## src/rtl/instr_encoder.sv

```systemverilog
// instr_encoder: turns a decoded request (kind + register fields + immediate)
// into RV32 machine words. LI expands to ADDI, LUI, or LUI+ADDI. Illegal
// immediates and FENCE variants are accepted, dropped, and latched into err_o.
module instr_encoder (
    input  logic        clk_i,
    input  logic        reset_i,
    input  logic        req_v_i,
    output logic        req_ready_o,
    input  logic [2:0]  req_kind_i,
    input  logic [4:0]  rd_i,
    input  logic [4:0]  rs1_i,
    input  logic [4:0]  rs2_i,
    input  logic [2:0]  funct3_i,
    input  logic [6:0]  funct7_i,
    input  logic [31:0] imm_i,
    output logic        instr_v_o,
    output logic [31:0] instr_o,
    input  logic        instr_ready_i,
    output logic        err_o
);

    localparam logic [2:0] KIND_OP     = 3'd0;
    localparam logic [2:0] KIND_OP_IMM = 3'd1;
    localparam logic [2:0] KIND_LOAD   = 3'd2;
    localparam logic [2:0] KIND_STORE  = 3'd3;
    localparam logic [2:0] KIND_BRANCH = 3'd4;
    localparam logic [2:0] KIND_JAL    = 3'd5;
    localparam logic [2:0] KIND_LI     = 3'd6;
    localparam logic [2:0] KIND_FENCE  = 3'd7;

    localparam logic [6:0] OPC_OP       = 7'b0110011;
    localparam logic [6:0] OPC_OP_IMM   = 7'b0010011;
    localparam logic [6:0] OPC_LOAD     = 7'b0000011;
    localparam logic [6:0] OPC_STORE    = 7'b0100011;
    localparam logic [6:0] OPC_BRANCH   = 7'b1100011;
    localparam logic [6:0] OPC_JAL      = 7'b1101111;
    localparam logic [6:0] OPC_LUI      = 7'b0110111;
    localparam logic [6:0] OPC_MISC_MEM = 7'b0001111;

    typedef enum logic [1:0] {
        ST_IDLE,
        ST_SEND,
        ST_SEND_LUI
    } state_t;

    state_t      state_reg;
    logic [31:0] instr_reg;
    logic [31:0] pend_reg;
    logic        err_reg;

    logic        fits_i;
    logic        fits_b;
    logic        fits_j;
    logic [19:0] li_hi;
    logic [31:0] enc_word;
    logic [31:0] enc_addi;
    logic        enc_two;
    logic        enc_err;
    logic        req_fire;

    // Immediate range checks: a value fits N signed bits when all bits above
    // the sign bit replicate it. B/J offsets must also be even.
    assign fits_i = (&imm_i[31:11]) | ~(|imm_i[31:11]);
    assign fits_b = ((&imm_i[31:12]) | ~(|imm_i[31:12])) & ~imm_i[0];
    assign fits_j = ((&imm_i[31:20]) | ~(|imm_i[31:20])) & ~imm_i[0];

    // Upper part for LUI, rounded so the sign-extended ADDI low part lands
    // back on imm; (imm + 0x800)[31:12] equals imm[31:12] plus imm[11].
    assign li_hi = imm_i[31:12] + {19'd0, imm_i[11]};

    // Combinational encoder for the request currently on the input
    always_comb begin
        enc_word = '0;
        enc_addi = '0;
        enc_two  = 1'b0;
        enc_err  = 1'b0;
        case (req_kind_i)
            KIND_OP: begin
                enc_word = {funct7_i, rs2_i, rs1_i, funct3_i, rd_i, OPC_OP};
            end
            KIND_OP_IMM: begin
                enc_err  = ~fits_i;
                enc_word = {imm_i[11:0], rs1_i, funct3_i, rd_i, OPC_OP_IMM};
            end
            KIND_LOAD: begin
                enc_err  = ~fits_i;
                enc_word = {imm_i[11:0], rs1_i, funct3_i, rd_i, OPC_LOAD};
            end
            KIND_STORE: begin
                enc_err  = ~fits_i;
                enc_word = {imm_i[11:5], rs2_i, rs1_i, funct3_i, imm_i[4:0], OPC_STORE};
            end
            KIND_BRANCH: begin
                enc_err  = ~fits_b;
                enc_word = {imm_i[12], imm_i[10:5], rs2_i, rs1_i, funct3_i,
                            imm_i[4:1], imm_i[11], OPC_BRANCH};
            end
            KIND_JAL: begin
                enc_err  = ~fits_j;
                enc_word = {imm_i[20], imm_i[10:1], imm_i[11], imm_i[19:12], rd_i, OPC_JAL};
            end
            KIND_LI: begin
                if (fits_i) begin
                    enc_word = {imm_i[11:0], 5'd0, 3'b000, rd_i, OPC_OP_IMM};
                end else begin
                    enc_word = {li_hi, rd_i, OPC_LUI};
                    enc_addi = {imm_i[11:0], rd_i, 3'b000, rd_i, OPC_OP_IMM};
                    enc_two  = |imm_i[11:0];
                end
            end
            KIND_FENCE: begin
                if (funct3_i == 3'b000) begin
                    enc_word = {4'b0000, imm_i[7:0], 5'd0, 3'b000, 5'd0, OPC_MISC_MEM};
                end else if (funct3_i == 3'b001) begin
                    enc_word = 32'h0000_100F;
                end else begin
                    enc_err = 1'b1;
                end
            end
            default: begin
                enc_err = 1'b1;
            end
        endcase
    end

    // A new request can enter when the output is empty or being drained this
    // cycle; nothing is accepted while reset is held.
    assign req_ready_o = ~reset_i &
                         ((state_reg == ST_IDLE) | ((state_reg == ST_SEND) & instr_ready_i));
    assign req_fire    = req_v_i & req_ready_o;

    // Output FSM: holds one word, or a LUI with its ADDI queued behind it
    always_ff @(posedge clk_i) begin
        if (reset_i) begin
            state_reg <= ST_IDLE;
            instr_reg <= '0;
            pend_reg  <= '0;
            err_reg   <= 1'b0;
        end else begin
            if (req_fire && enc_err) begin
                err_reg <= 1'b1;
            end
            case (state_reg)
                ST_SEND_LUI: begin
                    if (instr_ready_i) begin
                        state_reg <= ST_SEND;
                        instr_reg <= pend_reg;
                    end
                end
                default: begin
                    if (req_fire) begin
                        if (enc_err) begin
                            state_reg <= ST_IDLE;
                        end else if (enc_two) begin
                            state_reg <= ST_SEND_LUI;
                            instr_reg <= enc_word;
                            pend_reg  <= enc_addi;
                        end else begin
                            state_reg <= ST_SEND;
                            instr_reg <= enc_word;
                        end
                    end else if ((state_reg == ST_SEND) && instr_ready_i) begin
                        state_reg <= ST_IDLE;
                    end
                end
            endcase
        end
    end

    assign instr_v_o = (state_reg != ST_IDLE);
    assign instr_o   = instr_reg;
    assign err_o     = err_reg;

endmodule

```

## config.mk

```make
export PLATFORM = sky130hd
export DESIGN_NAME = instr_encoder
export DESIGN_NICKNAME = d
export VERILOG_FILES = /design/src/rtl/instr_encoder.sv
export SDC_FILE = /design/constraint.sdc
export NUM_CORES = 1
export LEC_CHECK = 0
export BUFFER_PORTS_ARGS = -buffer_cell sky130_fd_sc_hd__buf_2
export CAP_MARGIN = 0
export CELL_PAD_IN_SITES_DETAIL_PLACEMENT = 0
export CELL_PAD_IN_SITES_GLOBAL_PLACEMENT = 1
export CORE_MARGIN = 1
export CORE_UTILIZATION = 38
export DETAILED_ROUTE_END_ITERATION = 6
export GPL_TIMING_DRIVEN = 1
export HOLD_SLACK_MARGIN = 0.15
export PLACE_DENSITY = 0.91
export SLEW_MARGIN = 20
export SYNTH_ARGS = -nofsm -noshare
export SYNTH_HDL_FRONTEND = slang
export SYNTH_SLANG_ARGS = --single-unit
```

## constraint.sdc

```tcl
create_clock -name clk_i -period 3.1 [get_ports clk_i]
set_clock_uncertainty 0.15 [all_clocks]
set_input_delay 0.775 -clock clk_i [delete_from_list [all_inputs] [get_ports clk_i]]
set_output_delay 0.775 -clock clk_i [all_outputs]
set_load 0.02 [all_outputs]
```

==> results of run 1 <==
[worst min path at each step]
| stage | cells past startpoint | start | endpoint | slack [ns] |
|---|---|---|---|---|
| finish | 2 | pend_reg[4] | pend_reg[4] | 0.30 |
| global route | 2 | err_o | err_o | 0.33 |
| CTS | 2 | pend_reg[4] | pend_reg[4] | 0.30 |
| detailed placement | 2 | pend_reg[4] | pend_reg[4] | 0.29 |
| global placement | 2 | pend_reg[4] | pend_reg[4] | 0.28 |
| floorplan | 2 | pend_reg[4] | pend_reg[4] | 0.28 |
[cell usage in the layout, fill, tap and decap left out, types with 13 or more instances in the layout]
cell type	netlist	final
buf_2	3	98
nand2_1	56	56
a21oi_1	21	21
mux2i_1	23	23
buf_4	3	19
inv_1	14	14
o21ai_0	26	26
dfxtp_1	52	52
nor2_1	60	60
nand3_1	13	13
[cell families (layout without fill, tap and decap cells)]
kind of cell	after synthesis	count (layout)	share of synthesized area, %
simple gates	198	198	27.3
compound gates	131	131	27.0
flops	52	52	29.2
buf+inv	47	141	5.86
mux	23	23	6.45
xor+xnor	13	13	3.19
fa+ha+maj	3	3	1.05
[final cells by class]
cell class / count / share of cell area, %
Sequential cell: 52 / 24.2
Tap cell: 108 / 3.14
Inverter: 15 / 1.31
Clock buffer: 6 / 1.92
Multi-Input combinational cell: 368 / 53.9
Timing Repair Buffer: 118 / 15.2
Clock inverter: 2 / 0.349
[metal layers]
layer	share of wire [%]	vias to the layer above	global-route usage, %
met3	6.3	22	3.12
met2	46	168	39.8
met5	0	-	0
met1	46	1814	32.8
met4	2.2	0	7.69
li1	-	1913	-
[cell usage after synthesis (all sizes together), types with 9 or more instances]
cell,count
nor2,62
nand2,56
dfxtp,52
o21ai,30
clkbuf,23
mux2i,23
a21oi,21
inv,14
nand3,13
nand4,10
nor3,10
nor4,10
a221oi,9
buf,9
xnor2,9
[power by group through the flow]
stage	sequential, uW	combinational, uW	clock (uW)
6_report	710	403	419
5_1_grt	713	438	460
4_1_cts	710	400	426
3_5_place_dp	725	398	0
3_3_place_gp	725	394	0
2_1_floorplan	752	213	0
[worst min-delay path, stage by stage, from the launching register on]
cell and delay (ns):
dfxtp_1 0.32, inv_1 0.05, a21oi_1 0.05
[stage by stage]
step	worst slack (ns)	hold WS (ns)	total power, uW	utilization (%)	instance area (sq um)
global route	0.0986	0.332	1610	48.4	4300
CTS	0.333	0.304	1540	48.4	4300
global placement	0.0601	0.284	1120	47.3	4200
floorplan	0.311	0.276	966	-	3570
finish	0.294	0.302	1530	48.4	4300
detailed placement	0.0178	0.289	1120	47.3	4200
==> flow_summary_export.csv, run 1 <==
group,metric,value,unit
floorplanning,die_x,98.9,microns
placed_design,hpwlAfterDp,9.10,mm
setup_path,r2r_cells,7,
setup_path,r2r_slack,0.98,ns
setup_path,path_cells,"buf_2 > ha_1 > nand4_1 > or2_1 > o22ai_4 > o21ai_4 > nor2_4 > nor2_1 > o41ai_1",
sta,tns,0,ns
setup_path,r2r-end,"instr_o[30]",
power,p_leak,0.00195,uW
power,clkPwrFrac,27.4,%
clocking,clock_sinks,52,
placed_design,dp_cells,661,
final_layout,nNetsFinal,627,
sta,timing.final.crit_period,2.81,ns
power,switching_share,32.9,%
final_layout,num-fill-cells,902,
logic_synthesis,synth_area_leaders,"dfxtp_1 (29%), mux2i_1 (6.5%), nor2_1 (6.3%), nand2_1 (5.9%), o21ai_0 (3.6%)",
setup_path,worst-path-max-fanout,7,
run_status,status,"finished clean",
setup_path,arrival,2.87,ns
clocking,clk_latency,0.31,ns
power,powerDensity,356,nW/um^2
floorplanning,ios,99,
power,switchingPower,503,uW
setup_path,cp-startpoint,"imm_i[11]",
setup_path,cp_slowest_cell,"o41ai_1",
setup_path,worstPathRequired,3.16,ns
logic_synthesis,netlist_area,3570,sq um
worst_hold_path,hold_path_class,"reg -> reg",
clocking,cts_htree_levels,2,
logic_synthesis,synthCells,467,
clocking,cts.hold.buffers_added,0,
drt,vias_per_cell,5.86,
global_route,grt_max_degree,44,
sta,final_hold_viol_count,0,
global_route,antenna_found_initial,0,
setup_path,path_buf_inv,1,
logic_synthesis,synth-seq-area-share,29.2,%
sta,fin_crit_sh,90.5,%
logic_synthesis,yosysTopAreaCell,"dfxtp_1",
setup_path,path_delay_family,"compound AO/OA/AOI/OAI gates",
clocking,cts-root-buf,"clkbuf_8",
logic_synthesis,synthesis.nets,534,
drt,wl,11.7,mm
logic_synthesis,yosysWarnings,0,
setup_path,start_kind,"input pin",
logic_synthesis,ys_ff_latch,52,
clocking,cts_buffers,5,
setup_path,crit_path_end_kind,"flop",
placed_design,gp_congestion,0.881,
clocking,path_clk_slew,0.10,ns
setup_path,worstReg2RegStart,"state_reg[0]",
logic_synthesis,synth_edf_count,0,
power,intPower,1030,uW
clocking,cts_resized,0,
logic_synthesis,synthArstFlopShare,0,%
drt,first_pass_iters,5,
final_layout,register_area,1040,sq um
final_layout,area_delta_synth_final,20.5,%
sta,rsz0062_at_grt,"false",
clocking,clockBufferDepth,2,
global_route,grt_pass1_vias,3754,
final_layout,drive_gt1_share,25.7,%
sta,max_freq,356,MHz
sta,worst_pin_slew,0.819,ns
logic_synthesis,synth_flop_cell,"dfxtp_1",
global_route,track_usage,24.2,%
clocking,cts_setup_buffers,0,
final_layout,multiInputGateArea,2320,sq um
power,p_seq_share,46.3,%
floorplanning,dieArea,9780,sq um
logic_synthesis,synth.distinct_cells,71,
final_layout,stdcell_count,669,
setup_path,crit_type,"in -> reg",
drt,vias,3917,
floorplanning,core-area,8890,sq um
floorplanning,die_y,98.9,microns
placed_design,io_buffers,98,
setup_path,endpoint,"instr_o[30]",
power,max-vdd-ir-drop,0.190,mV
drt,wl_per_cell,17.5,microns
drt,drt_iter0_markers,295,
sta,setup_viol,0,
clocking,cts_tree,"yes",
setup_path,critical_path.max_stage_delay,0.39,ns
setup_path,crit_cells,9,
global_route,overflow,0,
drt,ant_nets,0,
logic_synthesis,synth_top_area_share,29.2,%
job,cap_violations,0,
power,pwr-share-comb,26.3,%
sta,slew_headroom,45.3,%
floorplanning,rows,34,
logic_synthesis,synth.avg_cell_area,7.64,sq um
drt,drc,0,
final_layout,antenna_cells,0,
floorplanning,initial_core_util,40.1,%
global_route,grt_pass1_wl,18.7,mm
final_layout,largest_reg_flops,31,
sta,maxSlewViolCount,0,
Power figures use the tool's default switching activity.
==> inputs of run 2 (changes only) <==
Settings changed: RECOVER_POWER from default to 50.
==> run 2 against run 1 <==
Hold slack better by 0.00084 ns. Cell count stayed put. Wire length is 0.14% higher. Clock power hardly changed. Die area stayed put. Via count is 0.66% higher. Highest routed layer unchanged.
==> flow_summary_export.csv, run 2 (synthesized netlist as in run 1, its figures left out) <==
group,metric,value,unit
run_status,status,"finished clean",
floorplanning,core-area,8890,sq um
drt,drc,0,
placed_design,io_buffers,98,
worst_hold_path,hold_path_class,"reg -> reg",
clocking,cts.hold.buffers_added,0,
setup_path,critical_path.max_stage_delay,0.39,ns
final_layout,mostFrequentLayoutCells,"buf_2 (62), nor2_1 (61), nand2_1 (56), dfxtp_1 (52), clkbuf_1 (36)",
drt,vias,3943,
sta,max_freq,354,MHz
sta,rsz0062_at_grt,"false",
global_route,grt_pass1_vias,3754,
setup_path,r2r_slack,0.97,ns
sta,tns,0,ns
clocking,cts_htree_levels,2,
final_layout,drive_gt1_share,19.1,%
global_route,grt_max_degree,44,
setup_path,start_kind,"input pin",
setup_path,crit_cells,8,
worst_hold_path,hold_end,"pend_reg[4]",
setup_path,r2r-end,"instr_o[30]",
drt,wl_per_cell,17.5,microns
sta,fin_crit_sh,91.1,%
setup_path,path_cells,"clkbuf_1 > nor4_1 > nand3_1 > a31oi_1 > o21ai_2 > nor2_4 > nor2_1 > o41ai_1",
setup_path,worstReg2RegStart,"state_reg[0]",
power,max-vdd-ir-drop,0.193,mV
clocking,clockBufferDepth,2,
clocking,cts-root-buf,"clkbuf_8",
global_route,grt_pass1_wl,18.7,mm
sta,setup_viol,0,
global_route,antenna_found_initial,0,
setup_path,crit_path_end_kind,"flop",
floorplanning,die_x,98.9,microns
floorplanning,ios,99,
setup_path,worst-path-max-fanout,7,
clocking,clk_latency,0.32,ns
clocking,cts_setup_buffers,0,
setup_path,path_buf_inv,1,
final_layout,antenna_cells,0,
drt,wl,11.7,mm
drt,first_pass_iters,5,
final_layout,num-fill-cells,922,
sta,final_hold_viol_count,0,
clocking,path_clk_slew,0.10,ns
clocking,cts_buffers,5,
sta,timing.hold.ws,0.303,ns
clocking,cts_tree,"yes",
sta,slew_headroom,47.8,%
drt,drt_iter0_markers,223,
setup_path,arrival,2.89,ns
clocking,clock_sinks,52,
floorplanning,rows,34,
setup_path,cp-startpoint,"imm_i[25]",
placed_design,hpwlAfterDp,9.10,mm
sta,timing.final.crit_period,2.82,ns
setup_path,worstPathRequired,3.17,ns
global_route,track_usage,24.2,%
setup_path,cp_slowest_cell,"o41ai_1",
final_layout,largest_reg_flops,31,
power,p_leak,0.00180,uW
job,cap_violations,0,
sta,maxSlewViolCount,0,
final_layout,nNetsFinal,627,
floorplanning,initial_core_util,40.1,%
floorplanning,dieArea,9780,sq um
setup_path,r2r_cells,7,
drt,vias_per_cell,5.89,
setup_path,path_delay_family,"simple AND/OR/NAND/NOR gates",
worst_hold_path,hold_depth,2,
drt,ant_nets,0,
power,powerDensity,359,nW/um^2
worst_hold_path,min_from,"pend_reg[4]",
floorplanning,die_y,98.9,microns
sta,worst_pin_slew,0.782,ns
clocking,cts_resized,0,
setup_path,crit_type,"in -> reg",
final_layout,area_delta_synth_final,19.2,%
placed_design,gp_congestion,0.881,
final_layout,final_common_cell,"buf_2",
global_route,overflow,0,
run 2: worst min-delay path, cell delays in order (launching register included):
cell and delay (ns):
dfxtp_1 0.32, inv_1 0.05, a21oi_1 0.05
run 2: power breakdown:
group	total (uW)	internal [uW]	switching, uW
clock	422	181	240
sequential	710	695	15.2
combinational	396	145	251
total	1530	1020	506
run 2: through the flow:
stage | util, % | setup slack (ns) | cells | power, uW | instance area (sq um)
6_report | 47.8 | 0.275 | 669 | 1530 | 4250
5_1_grt | 47.8 | 0.0560 | 669 | 1600 | 4250
4_1_cts | 48.4 | 0.333 | 669 | 1540 | 4300
3_5_place_dp | 47.3 | 0.0178 | 661 | 1120 | 4200
3_3_place_gp | 47.3 | 0.0601 | 661 | 1120 | 4200
2_1_floorplan | - | 0.311 | 467 | 966 | 3570
run 2: layout make-up:
class                      instances  area, sq um  area share, %
clock buffer                       6         82.6           1.94
clock inverter                     2         15.0          0.353
inverter                          15         56.3           1.32
multi-input combinational        368         2320           54.4
sequential                        52         1040           24.5
tap                              108          135           3.18
timing repair buffer             118          608           14.3
run 2: how the worst max path moves through the flow:
stage                        endpoint  slack [ns]
after floorplan           instr_o[15]        0.31
after global placement    instr_o[20]        0.06
after detailed placement  instr_o[30]        0.02
after CTS                 instr_o[30]        0.33
after global routing      instr_o[30]        0.06
final                     instr_o[30]        0.28
run 2: routing by layer:
metal | vias up | track usage (%) | wire (microns) | part of all wire (%)
met4 | 0 | 7.69 | 248 | 2.1
li1 | 1908 | - | - | -
met2 | 194 | 39.8 | 5390 | 46
met1 | 1820 | 32.8 | 5220 | 45
met3 | 21 | 3.12 | 844 | 7.2
met5 | - | 0 | 0 | 0
